### config.mk
export PLATFORM = sky130hd
export DESIGN_NAME = vram_arbiter
export DESIGN_NICKNAME = d
export VERILOG_FILES = /design/src/rtl/vram_arb_pkg.sv /design/src/rtl/vram_wbuf.sv /design/src/rtl/vram_arbiter.sv
export SDC_FILE = /design/constraint.sdc
export NUM_CORES = 1
export LEC_CHECK = 0
export ABC_AREA = 0
export CORE_ASPECT_RATIO = 1.25
export CORE_MARGIN = 8
export CORE_UTILIZATION = 25
export DETAILED_ROUTE_END_ITERATION = 12
export GPL_TIMING_DRIVEN = 0
export PLACE_DENSITY = 0.43
export REMOVE_ABC_BUFFERS = 1
export SETUP_SLACK_MARGIN = 0.1
export SLEW_MARGIN = 0
export SYNTH_ARGS = -nofsm -noshare
export SYNTH_HDL_FRONTEND = slang
export SYNTH_SLANG_ARGS = --single-unit
### constraint.sdc
create_clock -name clk -period 2.96 [get_ports clk]
set_input_delay 0.592 -clock clk [delete_from_list [all_inputs] [get_ports clk]]
set_output_delay 0.592 -clock clk [all_outputs]
set_load 0.005 [all_outputs]
### src/rtl/vram_arb_pkg.sv
// Shared types and default widths for the VRAM arbiter.
package vram_arb_pkg;

    localparam int ADDR_W_DEF = 14;
    localparam int DATA_W_DEF = 16;

    typedef enum logic [1:0] {
        SLOT_IDLE,
        SLOT_DISP,
        SLOT_WRITE,
        SLOT_READ
    } slot_t;

    typedef struct packed {
        logic [ADDR_W_DEF-1:0] addr;
        logic [DATA_W_DEF-1:0] data;
    } wbuf_entry_t;

endpackage

### src/rtl/vram_wbuf.sv
// Posted-write FIFO holding {addr, data} entries for the VRAM arbiter.
// Latency: pushed entry visible at head the cycle after the push.
// Backpressure: full flag; pushes while full and pops while empty are ignored.
module vram_wbuf #(
    parameter int W     = 30,
    parameter int DEPTH = 4
) (
    input  logic                     clk,
    input  logic                     reset,
    input  logic                     push,
    input  logic [W-1:0]             push_dat,
    input  logic                     pop,
    output logic [W-1:0]             head_dat,
    output logic                     full,
    output logic                     empty,
    output logic [$clog2(DEPTH):0]   level
);

    localparam int PW = $clog2(DEPTH);
    localparam int LW = PW + 1;

    logic [W-1:0]  store [DEPTH];
    logic [PW-1:0] wr_ptr;
    logic [PW-1:0] rd_ptr;
    logic [LW-1:0] count;
    logic          do_push;
    logic          do_pop;

    assign full     = (count == LW'(DEPTH));
    assign empty    = (count == '0);
    assign do_push  = push & ~full;
    assign do_pop   = pop & ~empty;
    assign head_dat = store[rd_ptr];
    assign level    = count;

    always_ff @(posedge clk or posedge reset) begin
        if (reset) begin
            wr_ptr <= '0;
            rd_ptr <= '0;
            count  <= '0;
        end else begin
            if (do_push) wr_ptr <= wr_ptr + PW'(1);
            if (do_pop)  rd_ptr <= rd_ptr + PW'(1);
            count <= count + LW'(do_push) - LW'(do_pop);
        end
    end

    // Storage needs no reset: occupancy is tracked by the pointers alone.
    always_ff @(posedge clk) begin
        if (do_push) store[wr_ptr] <= push_dat;
    end

endmodule

### src/rtl/vram_arbiter.sv
// Single-port VRAM arbiter: display reads > posted CPU writes > CPU reads.
// Latency: display data 1 cycle after request; CPU read data >= 2 cycles after acceptance.
// Backpressure: cpu_ready low while the write buffer is full or a read is pending; display never stalls.
module vram_arbiter
    import vram_arb_pkg::*;
#(
    parameter int ADDR_W     = ADDR_W_DEF,
    parameter int DATA_W     = DATA_W_DEF,
    parameter int WBUF_DEPTH = 4
) (
    input  logic                         clk,
    input  logic                         reset,
    input  logic                         disp_req,
    input  logic [ADDR_W-1:0]            disp_addr,
    output logic                         disp_valid,
    output logic [DATA_W-1:0]            disp_data,
    input  logic                         cpu_req,
    input  logic                         cpu_we,
    input  logic [ADDR_W-1:0]            cpu_addr,
    input  logic [DATA_W-1:0]            cpu_wdata,
    output logic                         cpu_ready,
    output logic                         cpu_rvalid,
    output logic [DATA_W-1:0]            cpu_rdata,
    output logic [ADDR_W-1:0]            mem_addr,
    output logic                         mem_we,
    output logic [DATA_W-1:0]            mem_wdata,
    input  logic [DATA_W-1:0]            mem_rdata,
    output logic [$clog2(WBUF_DEPTH):0]  wbuf_level
);

    localparam int EW = ADDR_W + DATA_W;

    slot_t              slot;
    slot_t              slot_q;
    logic               wbuf_full;
    logic               wbuf_empty;
    logic [EW-1:0]      head_dat;
    logic [ADDR_W-1:0]  head_addr;
    logic [DATA_W-1:0]  head_data;
    logic               rd_pending;
    logic [ADDR_W-1:0]  rd_addr;
    logic [ADDR_W-1:0]  addr_q;
    logic [DATA_W-1:0]  wdata_q;
    logic [DATA_W-1:0]  rdata_q;
    logic               wr_accept;
    logic               rd_accept;

    assign cpu_ready = ~reset & ~wbuf_full & ~rd_pending;
    assign wr_accept = cpu_req & cpu_ready & cpu_we;
    assign rd_accept = cpu_req & cpu_ready & ~cpu_we;

    assign head_addr = head_dat[EW-1:DATA_W];
    assign head_data = head_dat[DATA_W-1:0];

    vram_wbuf #(
        .W     (EW),
        .DEPTH (WBUF_DEPTH)
    ) u_wbuf (
        .clk      (clk),
        .reset    (reset),
        .push     (wr_accept),
        .push_dat ({cpu_addr, cpu_wdata}),
        .pop      (slot == SLOT_WRITE),
        .head_dat (head_dat),
        .full     (wbuf_full),
        .empty    (wbuf_empty),
        .level    (wbuf_level)
    );

    // Reads wait for an empty buffer so they always observe the newest write.
    always_comb begin
        slot = SLOT_IDLE;
        if (reset)             slot = SLOT_IDLE;
        else if (disp_req)     slot = SLOT_DISP;
        else if (!wbuf_empty)  slot = SLOT_WRITE;
        else if (rd_pending)   slot = SLOT_READ;
    end

    always_comb begin
        mem_addr  = addr_q;
        mem_we    = 1'b0;
        mem_wdata = wdata_q;
        case (slot)
            SLOT_DISP:  mem_addr = disp_addr;
            SLOT_WRITE: begin
                mem_addr  = head_addr;
                mem_we    = 1'b1;
                mem_wdata = head_data;
            end
            SLOT_READ:  mem_addr = rd_addr;
            default:    ;
        endcase
    end

    always_ff @(posedge clk or posedge reset) begin
        if (reset) begin
            slot_q     <= SLOT_IDLE;
            rd_pending <= 1'b0;
            rd_addr    <= '0;
            addr_q     <= '0;
            wdata_q    <= '0;
            rdata_q    <= '0;
        end else begin
            slot_q  <= slot;
            addr_q  <= mem_addr;
            wdata_q <= mem_wdata;
            if (rd_accept) begin
                rd_pending <= 1'b1;
                rd_addr    <= cpu_addr;
            end else if (slot == SLOT_READ) begin
                rd_pending <= 1'b0;
            end
            if (slot_q == SLOT_READ) rdata_q <= mem_rdata;
        end
    end

    // The tag of last cycle's slot says who owns the registered RAM output now.
    assign disp_valid = (slot_q == SLOT_DISP);
    assign disp_data  = mem_rdata;
    assign cpu_rvalid = (slot_q == SLOT_READ);
    assign cpu_rdata  = (slot_q == SLOT_READ) ? mem_rdata : rdata_q;

endmodule

# Yosys cells after proc, flatten, opt, wreduce, memory -nomap -nowiden
# Memories as Yosys holds them, arrays and structs flattened.
# Index checks and enable logic that the tools add are counted.
# word_totals
input_bits,65
elab_cells,46
mem_count,1
output_inout_bits,69
ff_bits,70
ramBits,120
# op_classes
n_eq_ne,6
muxes,12
n_addsub,4
n_bitwise,12
reduce_logical,2
# memory_table
name,words,width,read_ports,rd_clocked_by_memory_dff,wr,line_no,rtl
u_wbuf.store,4,30,1,0,1,vram_wbuf.sv:22,logic [W-1:0] store [DEPTH];
# ops
op,n
one-hot mux 14 bit (3 select lines),1
2-to-1 mux 16 bit,2
2-to-1 mux 2 bit,4
bitwise AND 1 bit,7
== test 2 bit (second input constant),3
2-to-1 mux 1 bit,5
NOT 1 bit,5
adder 2 x 1 -> 2 bit (second input constant),2
== test 2 x 1 -> 1 bit (second input constant),2
adder 3 x 1 -> 3 bit,1
== test 3 bit (second input constant),1
logical NOT 3 bit,1
subtractor 3 x 1 -> 3 bit,1
nonzero test 2 bit,1

# Depth between registers and ports, before layout
# depth
ltp_word,9
mapped_depth,10
mapped_depth_nobuf,9

# Cells and area by module
# A second synthesis with hierarchy kept.
# unflattened
cells_unflattened,413
hier_area_um2,7756.2
# by_module_without_submodules
module,n_inst,seq_area_each_um2,cells_each,area_each_um2
vram_wbuf,1,3778.6,199,4845.9
vram_arbiter,1,1576.5,214,2910.3

# Worst setup path before layout
# OpenSTA, ideal clock, no wires.
# synth_timing
path_kind,in2reg
start,in reset
end,"mem u_wbuf.store[0][0], enable pin"
setup_time_ps,390
arrival_ps,2151
n_path_buf,2
stages,5
setup_slack_ps,419
required_time_ps,2570
path_cell_list,buf_2 > a211oi_4 > and3_1 > buf_2 > and2_1
# synth_between
elab_chain_cells,8
# synth_rtl
item,line_no,rtl
from (decl),vram_arbiter.sv:12,"input logic reset,"
NOT 1 bit,vram_arbiter.sv:48,assign cpu_ready = ~reset & ~wbuf_full & ~rd_pending;
bitwise AND 1 bit (2 in series),vram_arbiter.sv:48,
via cpu_ready,vram_arbiter.sv:21,"output logic cpu_ready,"
bitwise AND 1 bit (2 in series),vram_arbiter.sv:49,assign wr_accept = cpu_req & cpu_ready & cpu_we;
bitwise AND 1 bit,vram_wbuf.sv:31,assign do_push = push & ~full;
via u_wbuf.do_push,vram_wbuf.sv:26,logic do_push;
2-to-1 mux 1 bit,vram_wbuf.sv:50,if (do_push) store[wr_ptr] <= push_dat;
2-to-1 mux 1 bit (implied by the code),vram_wbuf.sv:50,
to (decl),vram_wbuf.sv:22,
# The timed path passes the listed nets, and every way through them passes these cells.

# Worst setup path in the final report
# layout_timing
start,reg u_wbuf.rd_ptr[0]
end,out mem_wdata[1]
# layout_between
elab_chain_cells,2
# layout_rtl
item,line_no,rtl
from (decl),vram_wbuf.sv:24,logic [PW-1:0] rd_ptr;
from (signal assigned),vram_wbuf.sv:43,if (do_pop) rd_ptr <= rd_ptr + PW'(1);
memory (4 x 30 bit),n/a,
2-to-1 mux 16 bit,vram_arbiter.sv:83,case (slot)
to (decl),vram_arbiter.sv:26,"output logic [DATA_W-1:0] mem_wdata,"
# No other way between the ends.

==> results.ini <==
[global_route]
antenna_found_initial=1
grt_pass1_vias=4611
grt_pass1_wl_um=28600
gr-usage-all-layers_pct=10.9
grt_max_degree=51
grt_overflow_total=0

[detailed_routing]
dr.pass1.iters=6
finalWirelength_um=19200
ant_nets=0
wire_per_inst_um=19.6
drc=0
drtIter0Drc=134
vias_per_cell=4.21
vias=4132

[die]
rows=70
coreArea_um2=29300
start_util_pct=25.4
ios=134
die_h_um=209
die_area_um2=35700
die_w_um=171

[place]
io_buffer_count=133
post-dp-hpwl_um=12300
post-place-ws_ps=-971
place_congestion=0.733
dpl_cell_area_um2=9310
dpl.cell_count=907

[timing]
fmax_mhz=355
final_critical_path_setup_slack_ps=146
worst_hold_slack_ps=338
rsz0062_at_grt=yes
setup_tns_ps=0
period_needed_ps=2810
fin_crit_sh_pct=95.1
setup_violations=0
skew_ps=15.8
hold_viol=0
tightest_slew_ps=576
slew_headroom_pct=61.6
slew_viol_final=0

[setup_path]
critical_path_arrival_ps=2220
path_class=reg2out
worstSetupEndpointType=output port
rrSetupSlack_ps=440
critical_path.max_fanout=6
crit_path_start_kind=register
cp.required_ps=2370

[final_layout]
most-common-layout-cells=edfxtp_1, clkdlybuf4s50_1, dfrtp_1
final_common_cell=edfxtp_1
syn2layout_area_growth_pct=39.4
layout.cells.non_filler=982
nFillCells=2808
finish.utilization_pct=35.5
final_area_um2=10400
drive_above_1_share_pct=33.5
fin_nets=644

[clock_network]
ctsLongestPathBuffers=2
htree_levels=4
cts_sinks=190
cts_root_buffer=clkbuf_16
cts_tree=built
insertion_delay_ps=430
cts-buffers-inserted=17
cts_hold_buf=0
path_clk_slew_ps=80

[run]
drv_cap=0

[synthesis]
syn_inst=403
ys_ff_latch=190
syn_avg_cell_area_um2=18.5
synth_area_um2=7460
ys_seq_area_share_pct=71.8
synthArstFlopShare_pct=36.8
synthFlopType=edfxtp_1
synth_edf_count=120
yosys.cell_types.count=32
yosys_warnings=0

[worst_hold_path]
worstHoldPathType=in2async

[outcome]
status=finished clean

[power_and_ir_drop]
ir_drop_uv=409
pwr_density_cell_nw_per_um2=838
finalPower_mw=8.72
p_leak_nw=3.84

routing by layer:
metal | vias up | GRT usage, % | share of wire, %
met5 | - | 0 | 0.068
met4 | 2 | 3.09 | 1.0
met3 | 15 | 3.39 | 6.3
met2 | 126 | 18.9 | 51
met1 | 2119 | 12.7 | 41
li1 | 1870 | - | -
flip-flops by register name (all words and copies together) (netlist names):
| signal | count |
|---|---|
| wdata_q | 16 |
| u_wbuf.wr_ptr | 2 |
| rd_pending | 1 |
| u_wbuf.store | 120 |
| rdata_q | 16 |
| u_wbuf.level | 3 |
| u_wbuf.rd_ptr | 2 |
| rd_addr | 14 |
| addr_q | 14 |
| slot_q | 2 |
power by group:
group	switching (mW)	leakage [nW]	internal (mW)	total, mW
sequential	0.250	1.90	3.31	3.56
clock	1.02	0.320	1.42	2.44
combinational	1.06	1.61	1.65	2.72
total	2.33	3.84	6.38	8.72
cells in the mapped netlist (2+ instances only):
cell / instances / area [um^2]
edfxtp_1: 120 / 3600
dfrtp_1: 70 / 1750
mux2_2: 37 / 417
mux4_2: 30 / 676
buf_4: 18 / 135
nand2_1: 17 / 63.8
nor2_1: 17 / 63.8
a22oi_1: 14 / 105
a31oi_1: 14 / 87.6
buf_2: 10 / 50.1
inv_1: 9 / 33.8
mux2_4: 9 / 135
ha_1: 6 / 75.1
and2_1: 4 / 25.0
xnor2_1: 4 / 35.0
buf_1: 3 / 11.3
and3_1: 2 / 12.5
buf_6: 2 / 22.5
clkbuf_1: 2 / 7.51
nor3_1: 2 / 10.0
nor3_2: 2 / 20.0
area by class of cell:
cell class | count | area (um^2) | area share (%)
sequential | 190 | 5370 | 51.6
multi-input combinational | 171 | 1970 | 19.0
timing repair buffer | 183 | 1880 | 18.1
clock buffer | 26 | 597 | 5.74
tap | 396 | 495 | 4.76
clock inverter | 6 | 47.5 | 0.457
inverter | 9 | 36.3 | 0.349
antenna | 1 | 2.50 | 0.0241
worst max-delay path, stage by stage, from the launching register on:
cell           delay, ps
dfrtp_4              540
buf_12               160
buf_4                130
mux4_2               410
mux2_2               280
dlygate4sd2_1        270
cells by family after synthesis:
group                      count (synthesis)  synth area share (%)
AOI/OAI and AO/OA                         32                  3.17
xor gates and xnor gates                   5                 0.587
adders and majority gates                  7                  1.27
buffers and inverters                     44                  3.49
DFF                                      190                  71.8
muxes                                     77                  16.6
and+or+nand+nor                           48                  3.14
repair_timing:
item / in CTS / in global routing
setup endpoints to repair: 44 / 23
buffers inserted: 33 / 6
pin swaps: 13 / 9
gates cloned: 2 / 1
resized for setup: 82 / 19
path summary, 6_finish.rpt:
| check | end | cells after the start | start |
|---|---|---|---|
| max | mem_wdata[1] | 5 | u_wbuf.rd_ptr[0] |
| min | rd_pending | 2 | reset |
| max reg2reg | u_wbuf.store[3][9] | 7 | u_wbuf.level[1] |
| min reg2reg | rdata_q[6] | 1 | rdata_q[6] |
| max in group asynchronous | u_wbuf.rd_ptr[1] | 3 | reset |
| min in group clk | rdata_q[6] | 1 | rdata_q[6] |
Note: power is estimated with default switching activity, not from simulation.
